**src/rtl/reconfig_pkg.sv**
```systemverilog
// -----------------------------------------------------------------------------
// reconfig_pkg
// Shared types and default constants for the remote-reconfiguration controller.
//   state_t          : controller FSM states
//   DEF_TIMEOUT      : default auto-reconfiguration terminal count (~7 s)
//   DEF_SETUP_CYC    : default cfg_CBSEL setup time before cfg_CONFIG rises
//   ARM_CNT_W        : width of the ARM-phase cycle counter (SETUP_CYC <= 15)
// -----------------------------------------------------------------------------
package reconfig_pkg;

   typedef enum logic [2:0] {
      IDLE  = 3'd0,
      COUNT = 3'd1,
      ARM   = 3'd2,
      FIRE  = 3'd3,
      ERR   = 3'd4
   } state_t;

   localparam logic [23:0] DEF_TIMEOUT   = 24'h1AB3FF;
   localparam int unsigned DEF_SETUP_CYC = 2;
   localparam int unsigned ARM_CNT_W     = 4;

endpackage

```
**src/rtl/reconfig_timer.sv**
```systemverilog
// -----------------------------------------------------------------------------
// reconfig_timer
// Saturating up-counter used as the auto-reconfiguration timer. It counts while
// en is high, holds at TIMEOUT once reached, and returns to zero on clr.
// Ports:
//   clk    : clock, rising edge
//   rstn   : asynchronous active-low reset
//   clr    : synchronous clear (wins over en)
//   en     : count enable
//   expire : high while the count equals TIMEOUT
// -----------------------------------------------------------------------------
module reconfig_timer
   import reconfig_pkg::*;
#(
   parameter int unsigned      CNT_W   = 24,
   parameter logic [CNT_W-1:0] TIMEOUT = CNT_W'(DEF_TIMEOUT)
) (
   input  logic clk,
   input  logic rstn,
   input  logic clr,
   input  logic en,
   output logic expire
);

   logic [CNT_W-1:0] cnt;

   // Increment that sticks at the terminal count instead of wrapping.
   function automatic logic [CNT_W-1:0] sat_inc(input logic [CNT_W-1:0] v);
      return (v >= TIMEOUT) ? v : v + 1'b1;
   endfunction

   always_ff @(posedge clk or negedge rstn) begin
      if (!rstn) begin
         cnt <= '0;
      end else if (clr) begin
         cnt <= '0;
      end else if (en) begin
         cnt <= sat_inc(cnt);
      end
   end

   assign expire = (cnt == TIMEOUT);

endmodule

```
**src/rtl/reconfig_ctrl.sv**
```systemverilog
// -----------------------------------------------------------------------------
// reconfig_ctrl
// Drives the FPGA remote-update block: selects an image on cfg_CBSEL, holds it
// stable for SETUP_CYC cycles, then raises cfg_CONFIG. A reconfiguration is
// started either by a user request (req/req_img) or by the auto timer expiring
// (AUTO_IMG). A device error while firing is latched in err_sticky.
// Optional feature: define RECONFIG_RETRY_EN to retry once with FALLBACK_IMG
// after the first error of a trigger.
// Ports:
//   clk, rstn        : clock (rising edge), asynchronous active-low reset
//   auto_en          : enables timer-driven reconfiguration
//   req, req_img     : single-cycle user request and its image
//   cfg_ERROR        : error flag from the configuration block
//   cfg_CBSEL        : image select (registered)
//   cfg_ENA          : reconfiguration enable, high from the first edge after reset
//   cfg_CONFIG       : reconfiguration trigger (registered)
//   cfg_ERROR_port   : cfg_ERROR passed straight through
//   busy             : high in ARM, FIRE and ERR
//   err_sticky       : latched reconfiguration failure
// -----------------------------------------------------------------------------
module reconfig_ctrl
   import reconfig_pkg::*;
#(
   parameter int unsigned      CNT_W        = 24,
   parameter logic [CNT_W-1:0] TIMEOUT      = CNT_W'(DEF_TIMEOUT),
   parameter int unsigned      SEL_W        = 2,
   parameter logic [SEL_W-1:0] AUTO_IMG     = '0,
   parameter logic [SEL_W-1:0] FALLBACK_IMG = '0,
   parameter int unsigned      SETUP_CYC    = DEF_SETUP_CYC   // 1..15
) (
   input  logic             clk,
   input  logic             rstn,
   input  logic             auto_en,
   input  logic             req,
   input  logic [SEL_W-1:0] req_img,
   input  logic             cfg_ERROR,
   output logic [SEL_W-1:0] cfg_CBSEL,
   output logic             cfg_ENA,
   output logic             cfg_CONFIG,
   output logic             cfg_ERROR_port,
   output logic             busy,
   output logic             err_sticky
);

   localparam logic [ARM_CNT_W-1:0] ARM_LAST = ARM_CNT_W'(SETUP_CYC - 1);

   state_t                 state;
   logic [ARM_CNT_W-1:0]   arm_cnt;
   logic                   tmr_clr;
   logic                   tmr_en;
   logic                   tmr_expire;
   logic                   req_acc;
   logic                   auto_fire;
   logic                   trig;
   logic [SEL_W-1:0]       trig_img;
`ifdef RECONFIG_RETRY_EN
   logic                   retried;
`endif

   assign cfg_ERROR_port = cfg_ERROR;

   // cfg_ENA doubles as the "out of reset for one edge" flag, so no state can
   // change on the first edge after reset release.
   assign req_acc   = cfg_ENA && req && ((state == IDLE) || (state == COUNT));
   // A request in the same cycle discards the timer path.
   assign auto_fire = (state == COUNT) && auto_en && tmr_expire && !req;
   assign trig      = req_acc || auto_fire;
   assign trig_img  = req_acc ? req_img : AUTO_IMG;

   assign tmr_en  = (state == COUNT);
   assign tmr_clr = (state != COUNT) || !auto_en || req;

   reconfig_timer #(
      .CNT_W   (CNT_W),
      .TIMEOUT (TIMEOUT)
   ) u_timer (
      .clk    (clk),
      .rstn   (rstn),
      .clr    (tmr_clr),
      .en     (tmr_en),
      .expire (tmr_expire)
   );

   always_ff @(posedge clk or negedge rstn) begin
      if (!rstn) begin
         state      <= IDLE;
         arm_cnt    <= '0;
         cfg_CBSEL  <= AUTO_IMG;
         cfg_ENA    <= 1'b0;
         cfg_CONFIG <= 1'b0;
         busy       <= 1'b0;
         err_sticky <= 1'b0;
`ifdef RECONFIG_RETRY_EN
         retried    <= 1'b0;
`endif
      end else begin
         cfg_ENA <= 1'b1;
         if (cfg_ENA) begin
            case (state)
               IDLE, COUNT: begin
                  if (trig) begin
                     cfg_CBSEL  <= trig_img;
                     err_sticky <= 1'b0;
                     arm_cnt    <= '0;
                     busy       <= 1'b1;
                     state      <= ARM;
`ifdef RECONFIG_RETRY_EN
                     retried    <= 1'b0;
`endif
                  end else if ((state == IDLE) && auto_en) begin
                     state <= COUNT;
                  end else if ((state == COUNT) && !auto_en) begin
                     state <= IDLE;
                  end
               end
               ARM: begin
                  if (arm_cnt == ARM_LAST) begin
                     cfg_CONFIG <= 1'b1;
                     state      <= FIRE;
                  end else begin
                     arm_cnt <= arm_cnt + 1'b1;
                  end
               end
               FIRE: begin
                  // Without an error the device reload ends operation here.
                  if (cfg_ERROR) begin
                     cfg_CONFIG <= 1'b0;
                     err_sticky <= 1'b1;
                     state      <= ERR;
                  end
               end
               ERR: begin
`ifdef RECONFIG_RETRY_EN
                  if (!retried && (cfg_CBSEL != FALLBACK_IMG)) begin
                     retried   <= 1'b1;
                     cfg_CBSEL <= FALLBACK_IMG;
                     arm_cnt   <= '0;
                     state     <= ARM;
                  end else begin
                     busy  <= 1'b0;
                     state <= IDLE;
                  end
`else
                  busy  <= 1'b0;
                  state <= IDLE;
`endif
               end
               default: begin
                  cfg_CONFIG <= 1'b0;
                  busy       <= 1'b0;
                  state      <= IDLE;
               end
            endcase
         end
      end
   end

endmodule

```
**config.mk**
```make
export PLATFORM = sky130hd
export DESIGN_NAME = reconfig_ctrl
export DESIGN_NICKNAME = d
export VERILOG_FILES = /design/src/rtl/reconfig_pkg.sv /design/src/rtl/reconfig_timer.sv /design/src/rtl/reconfig_ctrl.sv
export SDC_FILE = /design/constraint.sdc
export NUM_CORES = 1
export LEC_CHECK = 0
export ABC_AREA = 1
export CORE_ASPECT_RATIO = 1.4
export CORE_MARGIN = 10
export CORE_UTILIZATION = 25
export DETAILED_ROUTE_END_ITERATION = 10
export GPL_TIMING_DRIVEN = 0
export PLACE_DENSITY_LB_ADDON = 0.08
export SLEW_MARGIN = 15
export SYNTH_ARGS = -nofsm -noshare
export SYNTH_HDL_FRONTEND = slang
export SYNTH_SLANG_ARGS = --single-unit
```
**constraint.sdc**
```tcl
create_clock -name clk -period 2.5 [get_ports clk]
set_input_delay 0.5 -clock clk [delete_from_list [all_inputs] [get_ports clk]]
set_output_delay 0.5 -clock clk [all_outputs]
set_load 0.01 [all_outputs]
```
[After elaboration in Yosys (flattened, before gate mapping)]
Index checks and enable logic that the tools add are counted.
Word-level totals
  flip-flop bits (word level): 37
  input port bits: 7
  output and inout bits: 7
  word-level logic and storage cells: 74
Cells by class
  add/sub/neg operators: 2
  $lt $le $gt $ge: 1
  eq/ne operators: 13
  multiplexer cells: 21
  bitwise logic cells: 2
  reductions and logical operators: 27
Operator list (count)
  two-way mux 24 bit: 3
  adder 24 x 1 -> 24 bit, second input constant: 1
  == test 24 x 21 -> 1 bit, second input constant: 1
  >= comparator 24 x 21 -> 1 bit, second input constant: 1
  AND reduction 4 bit: 4
  two-way mux 3 bit: 5
  != test 2 bit, second input constant: 5
  case mux 3 bit (3 select lines): 1
  two-way mux 4 bit: 2
  case mux 4 bit (2 select lines): 1
  logical AND 1 bit: 7
  == test 3 x 2 -> 1 bit, second input constant: 2
  AND reduction 3 bit: 2
  nonzero test 2 bit: 3
  two-way mux 1 bit: 5
  adder 4 x 1 -> 4 bit, second input constant: 1
  == test 4 x 1 -> 1 bit, second input constant: 1
  logical OR 1 bit: 4
  != test 4 bit, second input constant: 1
  case mux 1 bit (2 select lines): 2
  OR reduction 2 bit: 2
  == test 3 x 1 -> 1 bit, second input constant: 1
  == test 3 bit, second input constant: 1
  logical NOT 3 bit: 1
  other kinds (7): 9

[Longest topological paths before layout]
Gate-level depths: netlist of run 1.
  depth in word-level cells: 7
  gate-level depth with buffers: 11

[Hierarchy]
A second synthesis of run 1 with hierarchy kept.
Second synthesis, totals
  cell total of the unflattened synthesis: 350
  area total of the unflattened synthesis: 2416.1 um^2
By module, submodules not included
  reconfig_timer: times used 1, cells an instance 251, area each 1661.6 um^2
  reconfig_ctrl: times used 1, cells an instance 99, area each 754.5 um^2

[Least setup slack after synthesis of run 1]
No wires, ideal clock.
  kind: reg-to-reg
  start: register u_timer.cnt[0]
  end: register u_timer.cnt[13]
  arrival: 1.507 ns
  setup slack: 0.876 ns
  stages on the path, launching flop included: 12
  buffers on the path: 1
  path through: dfrtp_1 > ha_1 > inv_2 > nor2_4 > nand2_4 > clkinv_2 > nand3_4 > nand3_4 > nand2_4 > buf_6 > nand2_2 > o21ai_2
Between the ends
  cells in the longest elaborated chain, start to end: 4
RTL lines
  start: declaration: RTL line reconfig_timer.sv:25  | logic [CNT_W-1:0] cnt;
  start signal: assignment: RTL line reconfig_timer.sv:38  | cnt <= sat_inc(cnt);
  adder 24 x 1 -> 24 bit: RTL line reconfig_timer.sv:29  | return (v >= TIMEOUT) ? v : v + 1'b1;
  two-way mux 24 bit: RTL line reconfig_timer.sv:29
  two-way mux 24 bit: RTL line reconfig_timer.sv:37  | end else if (en) begin
  two-way mux 24 bit: RTL line reconfig_timer.sv:35  | end else if (clr) begin
Several ways; a longest one is shown, not always the timed one. The select of a mux whose other input is x is not followed.
A chain may end at the register's enable or synchronous reset.

[Worst setup path in the final report of run 1]
  start: input cfg_ERROR
  end: output cfg_ERROR_port
RTL lines
  start: declaration: RTL line reconfig_ctrl.sv:36  | input logic cfg_ERROR,
  end: declaration: RTL line reconfig_ctrl.sv:40  | output logic cfg_ERROR_port,
No word-level cell between the ends.

==> flow_results.org, run 1 <==
** Outcome
- Run status :: completed

** Timing
- At the pin with the least slew margin, the transition time is around 0.55 ns.
- Setup repair after global routing left no endpoint under its margin.
- Number of max-slew violations in the final report :: 0
- Part of the cycle the worst path needs :: around 84%
- The clock period could shrink to between 2 and 2.5 ns.
- Across the routed clock network, the largest skew measured is 0.00347 ns.
- Based on the critical path, the design can be clocked at up to roughly 0.47 GHz.
- The number of hold violations in the final report was 0.
- Min Hold Slack :: ~0.095 ns
- Setup violations remaining at the end of the flow were counted as 0.
- Worst slew slack as a fraction of its limit :: between 60% and 70%

** Clocking
- Number of gates given a new drive strength after cts :: 0
- For this design, the sink count on the clock tree is 37.
- The number of setup buffers added after CTS is 0.
- TritonCTS built the clock tree.
- The tree is rooted in a sky130_fd_sc_hd__clkbuf_16.
- Clk_lat worst skew :: between 0.2 and 0.3 ns
- H-tree levels :: 2
- After clock tree synthesis, the clock-pin slew on the worst setup and hold paths is about 0.06 ns.
- In this run the deepest clock path goes through 2 buffers.
- TritonCTS buffer count :: 5
- Post-cts hold buffer count :: 0

** Layout
- Post-route design area :: between 2000 and 3000 um^2
- Excluding fillers, the count of instances in the completed layout stands at between 400 and 500.
- The repair_antennas step left the layout with diodes totalling 0.
- Number of nets in the layout :: 368
- Core Util, Final :: 30.8%
- Compared with the post-synthesis result, the final layout area differs by 19.9%.
- Share of layout cells above drive strength 1 :: roughly 13%

** Yosys
- Summing the areas of all fa, ha and maj instances in the mapped netlist gives 1.54% of the synthesized area.
- The synthesized netlist devotes approximately 5.7% of its cell area to XOR and XNOR gates.
- FFs w/ async S/R, synth :: 100%
- Simple-gate share of the synthesized area :: 42.2%
- Syn. warnings :: 0
- Fraction of synthesized area in multiplexers :: 0%
- EDFF count, synth :: 0
- In this run the mean area of a mapped cell was around 7.2 um^2.
- Cell count after synthesis :: approximately 340
- The number of nets handed over by synthesis was about 350.
- Counting distinct cell types in the post-synthesis netlist gives 31.
- Fraction of the mapped netlist area in compound gates :: roughly 5%
- Combinational family with the most area after synthesis :: simple AND/OR/NAND/NOR gates
- The synthesized design contains 37 register bits.
- The share of the Yosys chip area taken by registers is a little under two fifths.
- In this run the cell area of the synthesized design comes to between 2000 and 2500 um^2.
- Post-synth top flop :: sky130_fd_sc_hd__dfrtp_1

** Place
- Count of port buffers added during placement :: 13
- RePlAce Congestion :: 0.806
- Summing all placed instances gives a cell area of approximately 2800 um^2.
- DPL Wire Length :: approximately 5.0 mm
- In this run, placement finished with an instance count of a little under 500.

** Job
- The tool flagged a number of max-cap violations equal to 0.

** Pwr
- Power density cells :: 695 nW/um^2
- The analysis attributes to cell leakage a power of 1.32 nW.
- Max IR drop VDD :: ~0.33 mV

** Floorplanning
- The floorplan step defined a die boundary enclosing between 10000 and 15000 um^2.
- The die is approximately 100 um wide.
- In this run the core area contains 42 standard-cell rows.
- Number of placed I/O pins :: 14
- In this run the standard cell core region covers between 9000 and 10000 um^2.
- Effective utilization at floorplan :: between 20% and 30%
- The die is roughly 140 um tall.

** Setup path
- Origin of the critical flop-to-flop path :: u_timer.cnt[0]
- Worst endpoint data arrival time :: 1.61 ns
- CP cell instances :: clkdlybuf4s50_1 -> buf_4 -> clkdlybuf4s50_1
- The critical path contains buffers and inverters numbering 3 combined.
- Among the stages of the critical path, the cell type that occurs most often is sky130_fd_sc_hd__clkdlybuf4s50_1.
- In this run the worst setup path begins at cfg_ERROR.
- Among cell families on the critical path, the largest total delay comes from buffers and inverters.
- Critical Path Sink Type :: output pin
- Maximum cell stage delay along the critical path :: ~0.52 ns
- Critical path peak fanout :: 2
- Req. time, crit path :: roughly 2 ns
- On the critical path, the stage with the largest delay is an instance of sky130_fd_sc_hd__clkdlybuf4s50_1.
- The worst setup path is launched from an input pin.
- Critical setup path kind :: input pin to output pin

** Drt
- The first TritonRoute pass finished after 4 iterations.
- Total routed wirelength :: 6.51 mm
- For this block, the initial DRC count from the detailed router was 88.
- Drt via density :: 4.27
- Once detail routing completed, the nets flagged for antenna violations numbered 0.
- After detailed routing, the average wire length per cell comes to ~13 um.
- DRC violations left :: 0
- The routed layout has 2097 vias.

** GRT
- Met2 demand-to-capacity share in global routing :: 18.8%
- Global-route wire length before repair :: roughly 11 mm
- Global routing used between 10% and 20% of the available tracks across all layers.
- For met1 alone, demand over resource in global routing was a little over a tenth.
- The number of global-route vias before repair was approximately 2200.
- After global routing, the most crowded layer is met2.
- Entering global routing, the biggest net connects 27 pins.
- Met3 Track Usage GR :: 2.52%
- Initial antenna violation count :: 0
- After global routing the overflow that remains totals 0.

** Min path
- Type of the worst min-delay path :: input pin to async pin
[cell usage after synthesis (2+ instances only)]
cell                        n  area share (%)
sky130_fd_sc_hd__buf_2      4            0.82
sky130_fd_sc_hd__buf_4      2            0.62
sky130_fd_sc_hd__buf_6      2            0.92
sky130_fd_sc_hd__dfrtp_1   37              38
sky130_fd_sc_hd__ha_1       3             1.5
sky130_fd_sc_hd__inv_1     28             4.3
sky130_fd_sc_hd__inv_2      3            0.46
sky130_fd_sc_hd__nand2_1  104              16
sky130_fd_sc_hd__nand2_2    2            0.51
sky130_fd_sc_hd__nand2_4    2            0.92
sky130_fd_sc_hd__nand3_1   33             6.8
sky130_fd_sc_hd__nand3_4    4             2.9
sky130_fd_sc_hd__nand4_1   10             2.6
sky130_fd_sc_hd__nor2_1    57             8.8
sky130_fd_sc_hd__nor2_4     4             1.8
sky130_fd_sc_hd__o21ai_0    2            0.41
sky130_fd_sc_hd__o21ai_1    4            0.82
sky130_fd_sc_hd__o21ai_2    9             3.2
sky130_fd_sc_hd__xnor2_1    6             2.2
sky130_fd_sc_hd__xor2_1    10             3.6
[state kept, by name, summed over array words and instances (netlist names)]
| signal | flops |
|---|---|
| busy | 1 |
| cfg_ENA | 1 |
| u_timer.cnt | 24 |
| state | 3 |
| cfg_CBSEL | 2 |
| err_sticky | 1 |
| arm_cnt | 4 |
| cfg_CONFIG | 1 |
[worst paths after layout]
| path | endpoint | slack [ns] | cells past startpoint |
|---|---|---|---|
| max in group asynchronous | u_timer.cnt[6] | 1.95 | 2 |
| hold reg to reg | busy | 0.47 | 2 |
| setup reg to reg | u_timer.cnt[13] | 0.49 | 11 |
| hold / removal | u_timer.cnt[22] | 0.1 | 1 |
| min in group clk | busy | 0.47 | 2 |
| setup / recovery | cfg_ERROR_port | 0.39 | 3 |
[through the flow]
| step | setup TNS (ns) | setup slack [ns] | total power, mW |
|---|---|---|---|
| 2_1_floorplan | 0 | 0.876 | 1.08 |
| 3_3_place_gp | -7.86 | -0.216 | 1.28 |
| 3_5_place_dp | 0 | 0.281 | 1.29 |
| 4_1_cts | 0 | 0.382 | 2.08 |
| 5_1_grt | 0 | 0.259 | 2.16 |
| 6_report | 0 | 0.392 | 2.03 |
[metal layers]
metal  wire [um]  vias to the layer above
met5           0                        -
met4         116                        0
met3         208                        8
met2        3510                       19
met1        2680                      959
li1            -                     1111
[worst register-to-register path: stages (launching register included)]
cell	delay, ns
sky130_fd_sc_hd__dfrtp_1	0.42
sky130_fd_sc_hd__ha_1	0.35
sky130_fd_sc_hd__inv_2	0.09
sky130_fd_sc_hd__nor2_4	0.23
sky130_fd_sc_hd__nand2_4	0.12
sky130_fd_sc_hd__clkinv_2	0.07
sky130_fd_sc_hd__nand3_4	0.09
sky130_fd_sc_hd__nand3_4	0.13
sky130_fd_sc_hd__nand2_4	0.12
sky130_fd_sc_hd__buf_6	0.18
sky130_fd_sc_hd__nand2_2	0.06
sky130_fd_sc_hd__o21ai_2	0.04
[layout by cell type, fill, tap and decap left out, types with 5 or more instances in the layout]
cell type,synthesis,routed
sky130_fd_sc_hd__nand2_1,104,104
sky130_fd_sc_hd__nor2_1,57,57
sky130_fd_sc_hd__dfrtp_1,37,37
sky130_fd_sc_hd__nand3_1,33,33
sky130_fd_sc_hd__inv_1,28,28
sky130_fd_sc_hd__clkdlybuf4s50_1,0,12
sky130_fd_sc_hd__nand4_1,10,10
sky130_fd_sc_hd__xor2_1,10,10
sky130_fd_sc_hd__o21ai_2,9,9
sky130_fd_sc_hd__xnor2_1,6,6
sky130_fd_sc_hd__buf_2,4,5
sky130_fd_sc_hd__clkbuf_16,0,5
[where the power goes]
group	switching [mW]	internal [mW]	total (mW)
combinational	0.318	0.207	0.525
clock	0.272	0.498	0.770
sequential	0.0680	0.672	0.740
total	0.658	1.38	2.03
[logic make-up after synthesis]
group | count (synthesis)
adders and majority gates | 3
DFF | 37
xor gates and xnor gates | 16
buffers and inverters | 41
other | 1
and+or+nand+nor | 222
AOI/OAI and AO/OA | 17
[area by class of cell]
type / count / area [um^2]
flip-flops and latches: 37 / 926
clock buffers: 6 / 139
multi-input cells: 259 / 1330
plain buffers: 9 / 61.3
well taps: 132 / 165
inverters: 32 / 121
repair buffers: 14 / 145
clock inverters: 2 / 37.5
fillers: 1025 / 6590
No activity file was read; power rests on OpenSTA's default activity.
==> run 2, diff against run 1 <==
- clock period: 2.5 -> 1.9 ns (I/O delays scaled with it)
==> flow_results.org, run 2 (synthesized netlist as in run 1, its figures left out) <==
** Outcome
- Run status: completed (unchanged).

** Floorplanning
- Row cnt :: 42 (unchanged)
- Width of the chip :: 103 um (unchanged)
- The initial standard-cell utilization of the core came to 25.7% (unchanged).
- The floorplan die area is 14200 um^2 (unchanged).
- Vertical die dimension :: 137 um (unchanged)
- The I/O pin count is 14 (unchanged).
- Standard cell core area :: 9510 um^2 (unchanged)

** Layout
- Multi-input logic area :: 1350 um^2 (was 1330 um^2)
- Commonest cells after routing, fill and taps aside: 104 x sky130_fd_sc_hd__nand2_1, 57 x sky130_fd_sc_hd__nor2_1, 35 x sky130_fd_sc_hd__dfrtp_1, 33 x sky130_fd_sc_hd__nand3_1, 28 x sky130_fd_sc_hd__inv_1 (was 104 x sky130_fd_sc_hd__nand2_1, 57 x sky130_fd_sc_hd__nor2_1, 37 x sky130_fd_sc_hd__dfrtp_1, 33 x sky130_fd_sc_hd__nand3_1, 28 x sky130_fd_sc_hd__inv_1).
- The leading cell type in the layout, fill and taps excluded is sky130_fd_sc_hd__nand2_1 (unchanged).
- The share of layout cells above drive strength 1 is 14.6% (was 12.8%).
- Syn-to-layout area delta :: 22.7% (was 19.9%)
- Final antenna diode count :: 0 (unchanged)
- The sequential cell area is 928 um^2 (was 926 um^2).
- The net count reported at finish was 373 (was 368).
- Largest register FFs :: 24 (unchanged)
- Fillcell total :: 1023 (was 1025)
- The number of standard cells in the layout, taps in and fillers out was 496 (was 491).
- Registers with the most flip-flops: u_timer.cnt x24, arm_cnt x4, state x3 (unchanged).
- The register name with the most flops is u_timer.cnt (unchanged).

** Setup path
- The startpoint of the worst setup timing path is u_timer.cnt[0] (was cfg_ERROR).
- Req. time, crit path :: 2.08 ns (was 2.00 ns)
- The largest fanout on the critical path was 10 (was 2).
- Worst endpoint data arrival time :: 1.93 ns (was 1.61 ns)
- Origin of the critical flop-to-flop path :: u_timer.cnt[0] (unchanged)
- Startpoint Class :: flop (was input pin)
- The type of destination of the critical path was a flop (was output pin).
- The class of the most critical setup path was flop to flop (was input pin to output pin).

** Timing
- Setup TNS Final :: 0 ns (unchanged)
- Hold Violations, Final :: 0 (unchanged)
- Upper clock frequency limit :: about 0.57 GHz
- Worst-Margin Slew :: 0.549 ns (was 0.552 ns)
- Worst path setup slack after routing :: 0.151 ns (was 0.392 ns)
- Worst slew slack as a fraction of its limit :: 63.2% (was 63.0%)
- Setup repair after global routing missed its margin :: false (unchanged)
- The worst path in the final design needs a cycle of 1.75 ns, including I/O delays and setup.
- Part of the cycle the worst path needs :: 92.1%
- Setup clock skew after layout :: 0.00448 ns (was 0.00347 ns)
- Number of failing setup endpoints in the final timing report :: 0 (unchanged)
- Number of max-slew violations in the final report :: 0 (unchanged)

** GRT
- Global-route wire length before repair :: 11.0 mm (was 10.9 mm)
- The number of global-route vias before repair was 2227 (was 2218).
- The initial antenna violation count was 0 (unchanged).
- The largest net degree at the start of global routing is 27 (unchanged).
- Total overflow reported by the global router :: 0 (unchanged)
- The total routing usage reported by global routing was 10.2% (was 10.1%).

** Pwr
- The final total power came to 2.69 mW (was 2.03 mW).
- The combinational share of power came to 26.0% (was 25.8%).
- The power density normalized to cell area was 900 nW/um^2 (was 695 nW/um^2).
- Leakage power total :: 1.35 nW (was 1.32 nW)
- Internal power of the cells :: 1.82 mW (was 1.38 mW)
- Max IR drop VDD :: 0.439 mV (was 0.332 mV)
- Flop pwr share :: 36.2% (was 36.4%)
- Clock share of power :: 37.8% (was 37.9%)
- Net switching power figure :: 873 uW (was 658 uW)
- Switching fraction of total power :: 32.4% (was 32.3%)

** Min path
- The class of the worst hold path was flop to flop (was input pin to async pin).
- The worst hold path begins at busy.

** Clocking
- The root cell of the clock tree is sky130_fd_sc_hd__clkbuf_16 (unchanged).
- The buffer levels on the longest clock path is 2 (unchanged).
- H-tree levels :: 2 (unchanged)
- Clock slew seen by the registers of the worst setup and hold paths :: 0.06 ns (about the same)
- The clock tree from TritonCTS was done (unchanged).
- TritonCTS buffer count :: 5 (unchanged)
- The count of clock tree sinks is 37 (unchanged).
- The clock latency reported for the late side of the worst-skew pair is 0.29 ns (about the same).

** Place
- RePlAce Congestion :: 0.806 (unchanged)
- Count of placed standard cells including taps :: 483 (unchanged)
- The placed wire-length estimate was 5.02 mm (unchanged).
- The number of input and output port buffers inserted is 13 (unchanged).
- The pre-CTS setup slack was -0.200 ns (was 0.281 ns).

** Drt
- Drt initial violations :: 107 (was 88)
- The routed via count is 2114 (was 2097).
- The total DRC errors in the routed layout is 0 (unchanged).
- Drt first pass iters :: 4 (unchanged)
- Total routed wirelength :: 6.58 mm (was 6.51 mm)
- The residual antenna-violating net count after detailed routing came to 0 (unchanged).
- The post-detailed-route wirelength per cell was 13.3 um (about the same).
- Drt via density :: 4.26 (was 4.27)

** Job
- Max Cap Viol :: 0 (unchanged)
run 2: worst paths after layout:
| path | slack, ns | end | depth (start not counted) |
|---|---|---|---|
| setup / recovery | 0.15 | u_timer.cnt[13] | 11 |
| hold / removal | 0.47 | busy | 2 |
| setup reg to reg | 0.15 | u_timer.cnt[13] | 11 |
| hold reg to reg | 0.47 | busy | 2 |
| max in group asynchronous | 0.92 | u_timer.cnt[1] | 3 |
| min in group asynchronous | 0.52 | u_timer.cnt[22] | 2 |
run 2: per-stage QoR:
step / hold slack [ns] / cell area (um^2) / utilization [%]
after floorplan: 0.0844 / 2440 / -
after CTS: 0.482 / 2950 / 31.0
after detailed placement: 0.294 / 2750 / 28.9
after global routing: 0.500 / 2990 / 31.5
after global placement: 0.460 / 2740 / 28.8
final: 0.474 / 2990 / 31.5
run 2: what timing repair did:
action,in CTS,in global routing
hold endpoints to repair,11,0
buffers inserted,0,4
hold buffers,1,0
setup endpoints to repair,30,31
pin swaps,0,1
resized for setup,3,4
run 2: power by group through the flow:
stage	clock network, mW	logic [mW]	registers [mW]
after CTS	1.05	0.711	0.974
after global routing	1.08	0.800	0.986
after floorplan	0	0.426	0.992
after global placement	0	0.705	0.986
after detailed placement	0	0.708	0.984
final	1.02	0.701	0.976
run 2: worst max-delay path, cell delays in order, from the launching register on:
cell and delay [ns]:
sky130_fd_sc_hd__dfrtp_2 0.43, sky130_fd_sc_hd__ha_4 0.20, sky130_fd_sc_hd__inv_2 0.06, sky130_fd_sc_hd__nor2_4 0.15, sky130_fd_sc_hd__nand2_4 0.10, sky130_fd_sc_hd__clkinv_2 0.07
sky130_fd_sc_hd__nand3_4 0.09, sky130_fd_sc_hd__nand3_4 0.13, sky130_fd_sc_hd__nand2_4 0.11, sky130_fd_sc_hd__buf_6 0.18, sky130_fd_sc_hd__nand2_2 0.06, sky130_fd_sc_hd__o21ai_2 0.04
run 2: layer usage:
layer  part of all wire (%)  vias up  track usage (%)
li1                       -     1121                -
met4                    1.8        0             3.95
met1                     41      961             10.5
met2                     54       23             18.9
met5                      0        -                0
met3                    3.5        9             2.52
run 2: final cells by class:
| class | instances | share of cell area (%) |
|---|---|---|
| Buffer | 9 | 2.05 |
| Clock buffer | 6 | 4.64 |
| Clock inverter | 2 | 1.25 |
| Inverter | 32 | 4.14 |
| Multi-Input combinational cell | 259 | 45.1 |
| Sequential cell | 37 | 31.0 |
| Tap cell | 132 | 5.52 |
| Timing Repair Buffer | 19 | 6.27 |
